==> config.mk <==
export PLATFORM = sky130hd
export DESIGN_NAME = core_clock_req
export DESIGN_NICKNAME = d
export VERILOG_FILES = /design/src/rtl/core_clock_req.sv
export SDC_FILE = /design/constraint.sdc
export NUM_CORES = 1
export LEC_CHECK = 0
export CORE_MARGIN = 2
export CORE_UTILIZATION = 25
export DETAILED_ROUTE_END_ITERATION = 10
export HOLD_SLACK_MARGIN = 0.05
export PLACE_DENSITY_LB_ADDON = 0.08
export SKIP_CTS_REPAIR_TIMING = 1
export SYNTH_ARGS = -nofsm -noshare
export SYNTH_HDL_FRONTEND = slang
export SYNTH_SLANG_ARGS = --single-unit
==> constraint.sdc <==
create_clock -name f_clk -period 4.2 [get_ports f_clk]
set_clock_uncertainty 0.1 [all_clocks]
set_input_delay 1.05 -clock f_clk [delete_from_list [all_inputs] [get_ports f_clk]]
set_output_delay 1.05 -clock f_clk [all_outputs]
set_load 0.01 [all_outputs]
==> src/rtl/core_clock_req.sv <==
// Gated-clock request generator for the core, register file and multiplier clock gates.
// Optional sleep-cycle counter enabled by defining CORE_CLOCK_REQ_SLEEP_CNT_EN.
module core_clock_req #(
  parameter int IDLE_CYCLES = 4,
  parameter int WAKE_CYCLES = 2,
  parameter int RF_HOLD     = 2,
  parameter int MUL_HOLD    = 1
) (
  input  logic        f_clk,
  input  logic        g_reset,
  input  logic        clk_gate_dis,
  input  logic        wfi_req,
  input  logic        int_pending,
  input  logic        dbg_req,
  input  logic        rf_active,
  input  logic        mul_start,
  input  logic        mul_busy,
`ifdef CORE_CLOCK_REQ_SLEEP_CNT_EN
  input  logic        sleep_cnt_clr,
  output logic [31:0] sleep_cycles,
`endif
  output logic        g_clk_req,
  output logic        g_clk_rf_req,
  output logic        g_clk_mul_req,
  output logic        core_sleeping,
  output logic        wake_done
);

  localparam int MAX_CYC = (IDLE_CYCLES > WAKE_CYCLES) ? IDLE_CYCLES : WAKE_CYCLES;
  localparam int CNT_W   = $clog2(MAX_CYC) + 1;
  localparam int RF_W    = $clog2(RF_HOLD) + 1;
  localparam int MUL_W   = $clog2(MUL_HOLD) + 1;

  localparam logic [CNT_W-1:0] IDLE_LOAD = CNT_W'(IDLE_CYCLES - 1);
  localparam logic [CNT_W-1:0] WAKE_LOAD = CNT_W'(WAKE_CYCLES - 1);
  localparam logic [RF_W-1:0]  RF_LOAD   = RF_W'(RF_HOLD);
  localparam logic [MUL_W-1:0] MUL_LOAD  = MUL_W'(MUL_HOLD);

  typedef enum logic [1:0] {
    ST_RUN,
    ST_DRAIN,
    ST_SLEEP,
    ST_WAKE
  } state_e;

  state_e           state_q, state_d;
  logic [CNT_W-1:0] cnt_q, cnt_d;
  logic             wake_done_q, wake_done_d;
  logic [RF_W-1:0]  rf_cnt_q, rf_cnt_d;
  logic [MUL_W-1:0] mul_cnt_q, mul_cnt_d;
  logic             wake_evt;
  logic             core_on;

  assign wake_evt = int_pending | dbg_req;

  always_ff @(posedge f_clk or posedge g_reset) begin
    if (g_reset) begin
      state_q     <= ST_RUN;
      cnt_q       <= '0;
      wake_done_q <= 1'b0;
      rf_cnt_q    <= RF_LOAD;
      mul_cnt_q   <= MUL_LOAD;
    end else begin
      state_q     <= state_d;
      cnt_q       <= cnt_d;
      wake_done_q <= wake_done_d;
      rf_cnt_q    <= rf_cnt_d;
      mul_cnt_q   <= mul_cnt_d;
    end
  end

  // One shared down-counter times both the idle hysteresis and the wake-up sequence.
  always_comb begin
    state_d     = state_q;
    cnt_d       = cnt_q;
    wake_done_d = 1'b0;
    case (state_q)
      ST_RUN: begin
        if (wfi_req && !wake_evt) begin
          state_d = ST_DRAIN;
          cnt_d   = IDLE_LOAD;
        end
      end
      ST_DRAIN: begin
        if (wake_evt || !wfi_req) begin
          state_d = ST_RUN;
        end else if (cnt_q == '0) begin
          state_d = ST_SLEEP;
        end else begin
          cnt_d = cnt_q - CNT_W'(1);
        end
      end
      ST_SLEEP: begin
        if (wake_evt) begin
          state_d = ST_WAKE;
          cnt_d   = WAKE_LOAD;
        end
      end
      ST_WAKE: begin
        if (cnt_q == '0) begin
          state_d     = ST_RUN;
          wake_done_d = 1'b1;
        end else begin
          cnt_d = cnt_q - CNT_W'(1);
        end
      end
      default: begin
        state_d = ST_RUN;
        cnt_d   = '0;
      end
    endcase
  end

  // Hold counters run in every state; their requests are masked by core_on while asleep.
  always_comb begin
    rf_cnt_d  = rf_cnt_q;
    mul_cnt_d = mul_cnt_q;
    if (rf_active) begin
      rf_cnt_d = RF_LOAD;
    end else if (rf_cnt_q != '0) begin
      rf_cnt_d = rf_cnt_q - RF_W'(1);
    end
    if (mul_start || mul_busy) begin
      mul_cnt_d = MUL_LOAD;
    end else if (mul_cnt_q != '0) begin
      mul_cnt_d = mul_cnt_q - MUL_W'(1);
    end
  end

  assign core_on       = (state_q != ST_SLEEP) | clk_gate_dis;
  assign g_clk_req     = core_on;
  assign g_clk_rf_req  = clk_gate_dis | (core_on & (rf_active | (rf_cnt_q != '0)));
  assign g_clk_mul_req = clk_gate_dis |
                         (core_on & (mul_start | mul_busy | (mul_cnt_q != '0)));
  assign core_sleeping = (state_q == ST_SLEEP);
  assign wake_done     = wake_done_q;

`ifdef CORE_CLOCK_REQ_SLEEP_CNT_EN
  logic [31:0] sleep_cycles_q, sleep_cycles_d;

  always_ff @(posedge f_clk or posedge g_reset) begin
    if (g_reset) begin
      sleep_cycles_q <= '0;
    end else begin
      sleep_cycles_q <= sleep_cycles_d;
    end
  end

  // Clear wins over increment; the count saturates instead of wrapping.
  always_comb begin
    sleep_cycles_d = sleep_cycles_q;
    if (sleep_cnt_clr) begin
      sleep_cycles_d = '0;
    end else if ((state_q == ST_SLEEP) && (sleep_cycles_q != 32'hFFFF_FFFF)) begin
      sleep_cycles_d = sleep_cycles_q + 32'd1;
    end
  end

  assign sleep_cycles = sleep_cycles_q;
`endif

endmodule
==> flow_summary.ini, run 1 <==
[sta]
fin_tns_setup_ns = 0
rsz0062_at_grt = false
timing.final.ws_setup_ns = 0.694
worst_slew_pin_slew_ns = 0.355
post-route-min-period_ns = 3.51
drv_slew = 0
fmax_mhz = 285
slew_headroom_pct = 76.3
hold_viol = 0
setup_violations = 0
fin_crit_sh_pct = 83.5

[power]
swShare_pct = 31.2
clockPowerShare_pct = 20.6
p_int_uw = 223
seqPwrFrac_pct = 41.1
switching_power_uw = 101
peakVddDrop_mv = 0.234
p_leak_uw = 0.000330
powerDensity_nw_per_um2 = 486
combPwrFrac_pct = 38.3

[layout]
fin_nets = 73
regArea_um2 = 228
multiInputGateArea_um2 = 225
final_common_cell = clkdlybuf4s50_1
mostFrequentLayoutCells = clkdlybuf4s50_1, inv_1, dfrtp_1
fin_cells = 85
insertedDiodeCount = 0
fill_cells = 197
drive_gt1_share_pct = 20.0
postLayoutCoreUtil_pct = 37.8
syn_to_final_growth_pct = 39.2

[drt]
vias = 354
via_per_inst = 4.16
wire_per_inst_um = 10.2
drc = 0
wl_um = 865
antenna_left = 0
drt_iter0_markers = 5
drtPass1Iterations = 3

[die]
core_area_um2 = 1760
die_x_um = 47.8
rows = 15
die-area_um2 = 2280
num_io_pins = 14
chipHeight_um = 47.8
initial_core_util_pct = 27.2

[synth]
ys_ff_latch = 9
synth-seq-area-share_pct = 47.5
syn_nets = 55
syn_area_um2 = 479
avgSynthCellArea_um2 = 11.1
syn_inst = 43
ys_types = 21
yosys_warnings = 0

[placed_design]
io_buffer_count = 13
gp_congestion = 0.594
dp_hpwl_um = 688
preCtsSetupSlack_ns = 0.683
placedCellCount = 81

[clock_tree]
cts_max_level = 1
ctsLongestPathBuffers = 2
numClockSinks = 9
clockRootBuffer = clkbuf_4
cts_tree = built
cts.clk_slew.worst_paths_ns = 0.06
clkLatencyLatePin_ns = 0.26
cts_made_buffers = 3

[setup_path]
crit_start = mul_busy
regToRegSetupSlack_ns = 2.51
worstPathArrival_ns = 2.36
r2r-start = state_q[0]
crit_path_start_kind = input pin
worstSetupPathType = input pin to output pin
required_ns = 3.05
critPathCaptureType = output pin
crit_fanout = 2

[global_route]
grt_pass1_vias = 377
overflow = 0
antenna_found_initial = 0
grt_pass1_wl_um = 1570
gr-usage-all-layers_pct = 10.2
grt_start_max_net_pins = 10

[status]
outcome = finished clean

[run]
max_cap_viol_count = 0

[worst_hold_path]
hp-class = flip-flop to flip-flop
min_from = cnt_q[1]
final timing paths:
path                            endpoint  depth (start not counted)
setup / recovery           g_clk_mul_req                          5
hold / removal                  cnt_q[1]                          1
max in group asynchronous    rf_cnt_q[1]                          2
setup reg to reg                cnt_q[0]                          3
min in group asynchronous     state_q[0]                          2
hold reg to reg                 cnt_q[1]                          1
routing by layer:
layer	share of wire (%)	wire length [um]	vias up	global-route usage (%)
met5	0	0	-	0
met4	0	0	0	1.62
met3	7.2	62	0	5.66
met2	46	400	10	14.7
met1	47	403	169	13.7
li1	-	-	175	-
power groups by stage:
stage / registers, uW / logic [uW] / clock network [uW]
3_3_place_gp: 134 / 125 / 0
5_1_grt: 138 / 141 / 74.7
6_report: 133 / 124 / 66.7
2_1_floorplan: 129 / 88.4 / 0
3_5_place_dp: 135 / 127 / 0
4_1_cts: 134 / 127 / 71.1
Yosys cell counts:
library cell  count  area, um2
dfstp_2           2       52.6
a21oi_1           1       5.00
inv_1             7       26.3
or2_2             2       12.5
nor2b_1           1       6.26
nand2b_1          1       6.26
xor2_1            1       8.76
and3_2            1       7.51
dfrtp_1           7        175
mux2i_1           2       20.0
and2b_2           1       8.76
ha_1              3       37.5
nor2_1            2       7.51
o211ai_2          1       12.5
or2b_1            1       7.51
or4b_1            1       10.0
mux2_4            2       30.0
nor3b_1           2       15.0
nand2_1           2       7.51
o21bai_1          2       15.0
a21o_1            1       7.51
cell type report:
class                      count  share of cell area, %
timing repair buffer          13                   19.5
inverter                       7                   3.94
multi-input combinational     27                   33.8
clock buffer                   4                   3.94
tap                           25                   4.69
sequential                     9                   34.1
critical path: stages:
cell and delay [ns]:
clkdlybuf4s50_1 0.39, or2_2 0.30, nor2_1 0.09, o21bai_1 0.06, clkdlybuf4s50_1 0.47
logic make-up (layout without fill, tap and decap cells):
group           count (synthesis)  in the layout  share of synthesized area, %
fa+ha+maj                       3              3                          7.83
xor+xnor                        1              1                          1.83
compound gates                  5              5                          8.35
flops                           9              9                          47.5
mux                             4              4                          10.4
simple gates                   14             14                          18.5
buf+inv                         7             24                          5.48
metrics by stage:
stage	cell area [um2]	total power, uW	hold WS [ns]
6_report	667	324	0.427
4_1_cts	667	333	0.438
3_3_place_gp	641	260	0.404
5_1_grt	667	353	0.451
2_1_floorplan	479	217	0.381
3_5_place_dp	641	262	0.412
Power figures use the tool's default switching activity.
==> run 2, diff against run 1 <==
==> constraint.sdc (replaced) <==
create_clock -name f_clk -period 3.5 [get_ports f_clk]
set_clock_uncertainty 0.1 [all_clocks]
set_input_delay 0.875 -clock f_clk [delete_from_list [all_inputs] [get_ports f_clk]]
set_output_delay 0.875 -clock f_clk [all_outputs]
set_load 0.01 [all_outputs]
==> run 2 against run 1 <==
Compared with the run above:
- first-iteration DRC count down 100%
- setup slack worse by 0.35 ns
- wire length down 0.81%
- register-to-register slack worse by 0.69 ns
- non-clock buffer count unchanged
- critical path depth unchanged
- via count down 2.0%
- worst hold slack worse by 0.0069 ns
- cell count unchanged
- global-route usage unchanged
- flip-flop and latch count unchanged
- sequential share of layout area unchanged
==> flow_summary.ini, run 2 (synthesized netlist as in run 1, its figures left out) <==
[status]
outcome = finished clean

[layout]
final_common_cell = clkdlybuf4s50_1
postLayoutCoreUtil_pct = 37.8
mostFrequentLayoutCells = clkdlybuf4s50_1, inv_1, dfrtp_1
drive_gt1_share_pct = 20.0
syn_to_final_growth_pct = 39.2
fin_nets = 73
insertedDiodeCount = 0

[die]
num_io_pins = 14
die_x_um = 47.8
rows = 15
core_area_um2 = 1760
die-area_um2 = 2280
chipHeight_um = 47.8
initial_core_util_pct = 27.2

[global_route]
grt_start_max_net_pins = 10
antenna_found_initial = 0
grt_pass1_wl_um = 1550
grt_pass1_vias = 359
overflow = 0
gr-usage-all-layers_pct = 10.2

[sta]
fmax_mhz = 317
post-route-min-period_ns = 3.16
fin_crit_sh_pct = 90.2
setup_violations = 0
worst_slew_pin_slew_ns = 0.347
rsz0062_at_grt = false
slew_headroom_pct = 76.8
fin_tns_setup_ns = 0
drv_slew = 0
hold_viol = 0

[power]
powerDensity_nw_per_um2 = 588
peakVddDrop_mv = 0.207
p_leak_uw = 0.000330
total_power_uw = 392

[setup_path]
crit_family = buffers and inverters
cp_slowest_cell = clkdlybuf4s50_1
endpoint = g_clk_mul_req
reg2reg_depth = 3
cp_slowest_stage_delay_ns = 0.47
crit_start = mul_busy
crit_path_cell_trace = clkdlybuf4s50_1, or2_2, nor2_1, o21bai_1, clkdlybuf4s50_1
r2r_end = cnt_q[0]
crit_fanout = 2
worstPathArrival_ns = 2.18
critPathCaptureType = output pin
cp_num_cells = 5
crit_path_frequent_cell = clkdlybuf4s50_1
worstSetupPathType = input pin to output pin
crit_path_start_kind = input pin
r2r-start = state_q[0]
crit_buf_inv = 2
required_ns = 2.52
regToRegSetupSlack_ns = 1.82

[clock_tree]
clkLatencyLatePin_ns = 0.26
cts_tree = built
cts_made_buffers = 3
cts_max_level = 1
numClockSinks = 9
clockRootBuffer = clkbuf_4
cts.clk_slew.worst_paths_ns = 0.06
ctsLongestPathBuffers = 2

[placed_design]
dp_hpwl_um = 679
io_buffer_count = 13
gp_congestion = 0.594

[drt]
drtPass1Iterations = 1
via_per_inst = 4.08
wl_um = 858
drc = 0
vias = 347
drt_iter0_markers = 0
wire_per_inst_um = 10.1
antenna_left = 0

[worst_hold_path]
hp-class = flip-flop to flip-flop

[run]
max_cap_viol_count = 0
run 2: cell counts in the layout (fill, tap and decap cells not counted):
Identical to the previous run, type by type.
run 2: worst min path at each step:
| stage | start | end | slack (ns) | cells after the start |
|---|---|---|---|---|
| floorplan | cnt_q[1] | cnt_q[1] | 0.38 | 1 |
| global placement | cnt_q[1] | cnt_q[1] | 0.40 | 1 |
| detailed placement | cnt_q[1] | cnt_q[1] | 0.41 | 1 |
| CTS | cnt_q[1] | cnt_q[1] | 0.43 | 1 |
| global route | cnt_q[1] | cnt_q[1] | 0.45 | 1 |
| finish | cnt_q[1] | cnt_q[1] | 0.42 | 1 |
run 2: power by group:
group / leakage [uW] / internal, uW / switching (uW) / total, uW
sequential: 0.000108 / 136 / 24.4 / 160
combinational: 0.000207 / 88.1 / 61.0 / 149
clock: 0.0000150 / 44.1 / 38.6 / 82.7
run 2: cell type report:
class	count	area, um2
clock buffers	4	26.3
fillers	189	1100
inverters	7	26.3
multi-input cells	27	225
flip-flops and latches	9	228
well taps	25	31.3
repair buffers	13	130
run 2: per-layer routing:
metal  wire, um  track usage (%)  part of all wire (%)  up-vias
met1        380             13.7                    44      164
met3         54             5.66                   6.3        0
met4          0             3.24                     0        0
met5          0                0                     0        -
li1           -                -                     -      174
met2        423             13.9                    49        9
run 2: stage by stage:
stage               std cells  setup slack [ns]  hold WS [ns]  area (um2)
finish                     85             0.344         0.420         667
global route               85             0.293         0.445         667
CTS                        85             0.333         0.428         667
detailed placement         81             0.333         0.414         641
global placement           81             0.338         0.404         641
floorplan                  43              1.18         0.381         479
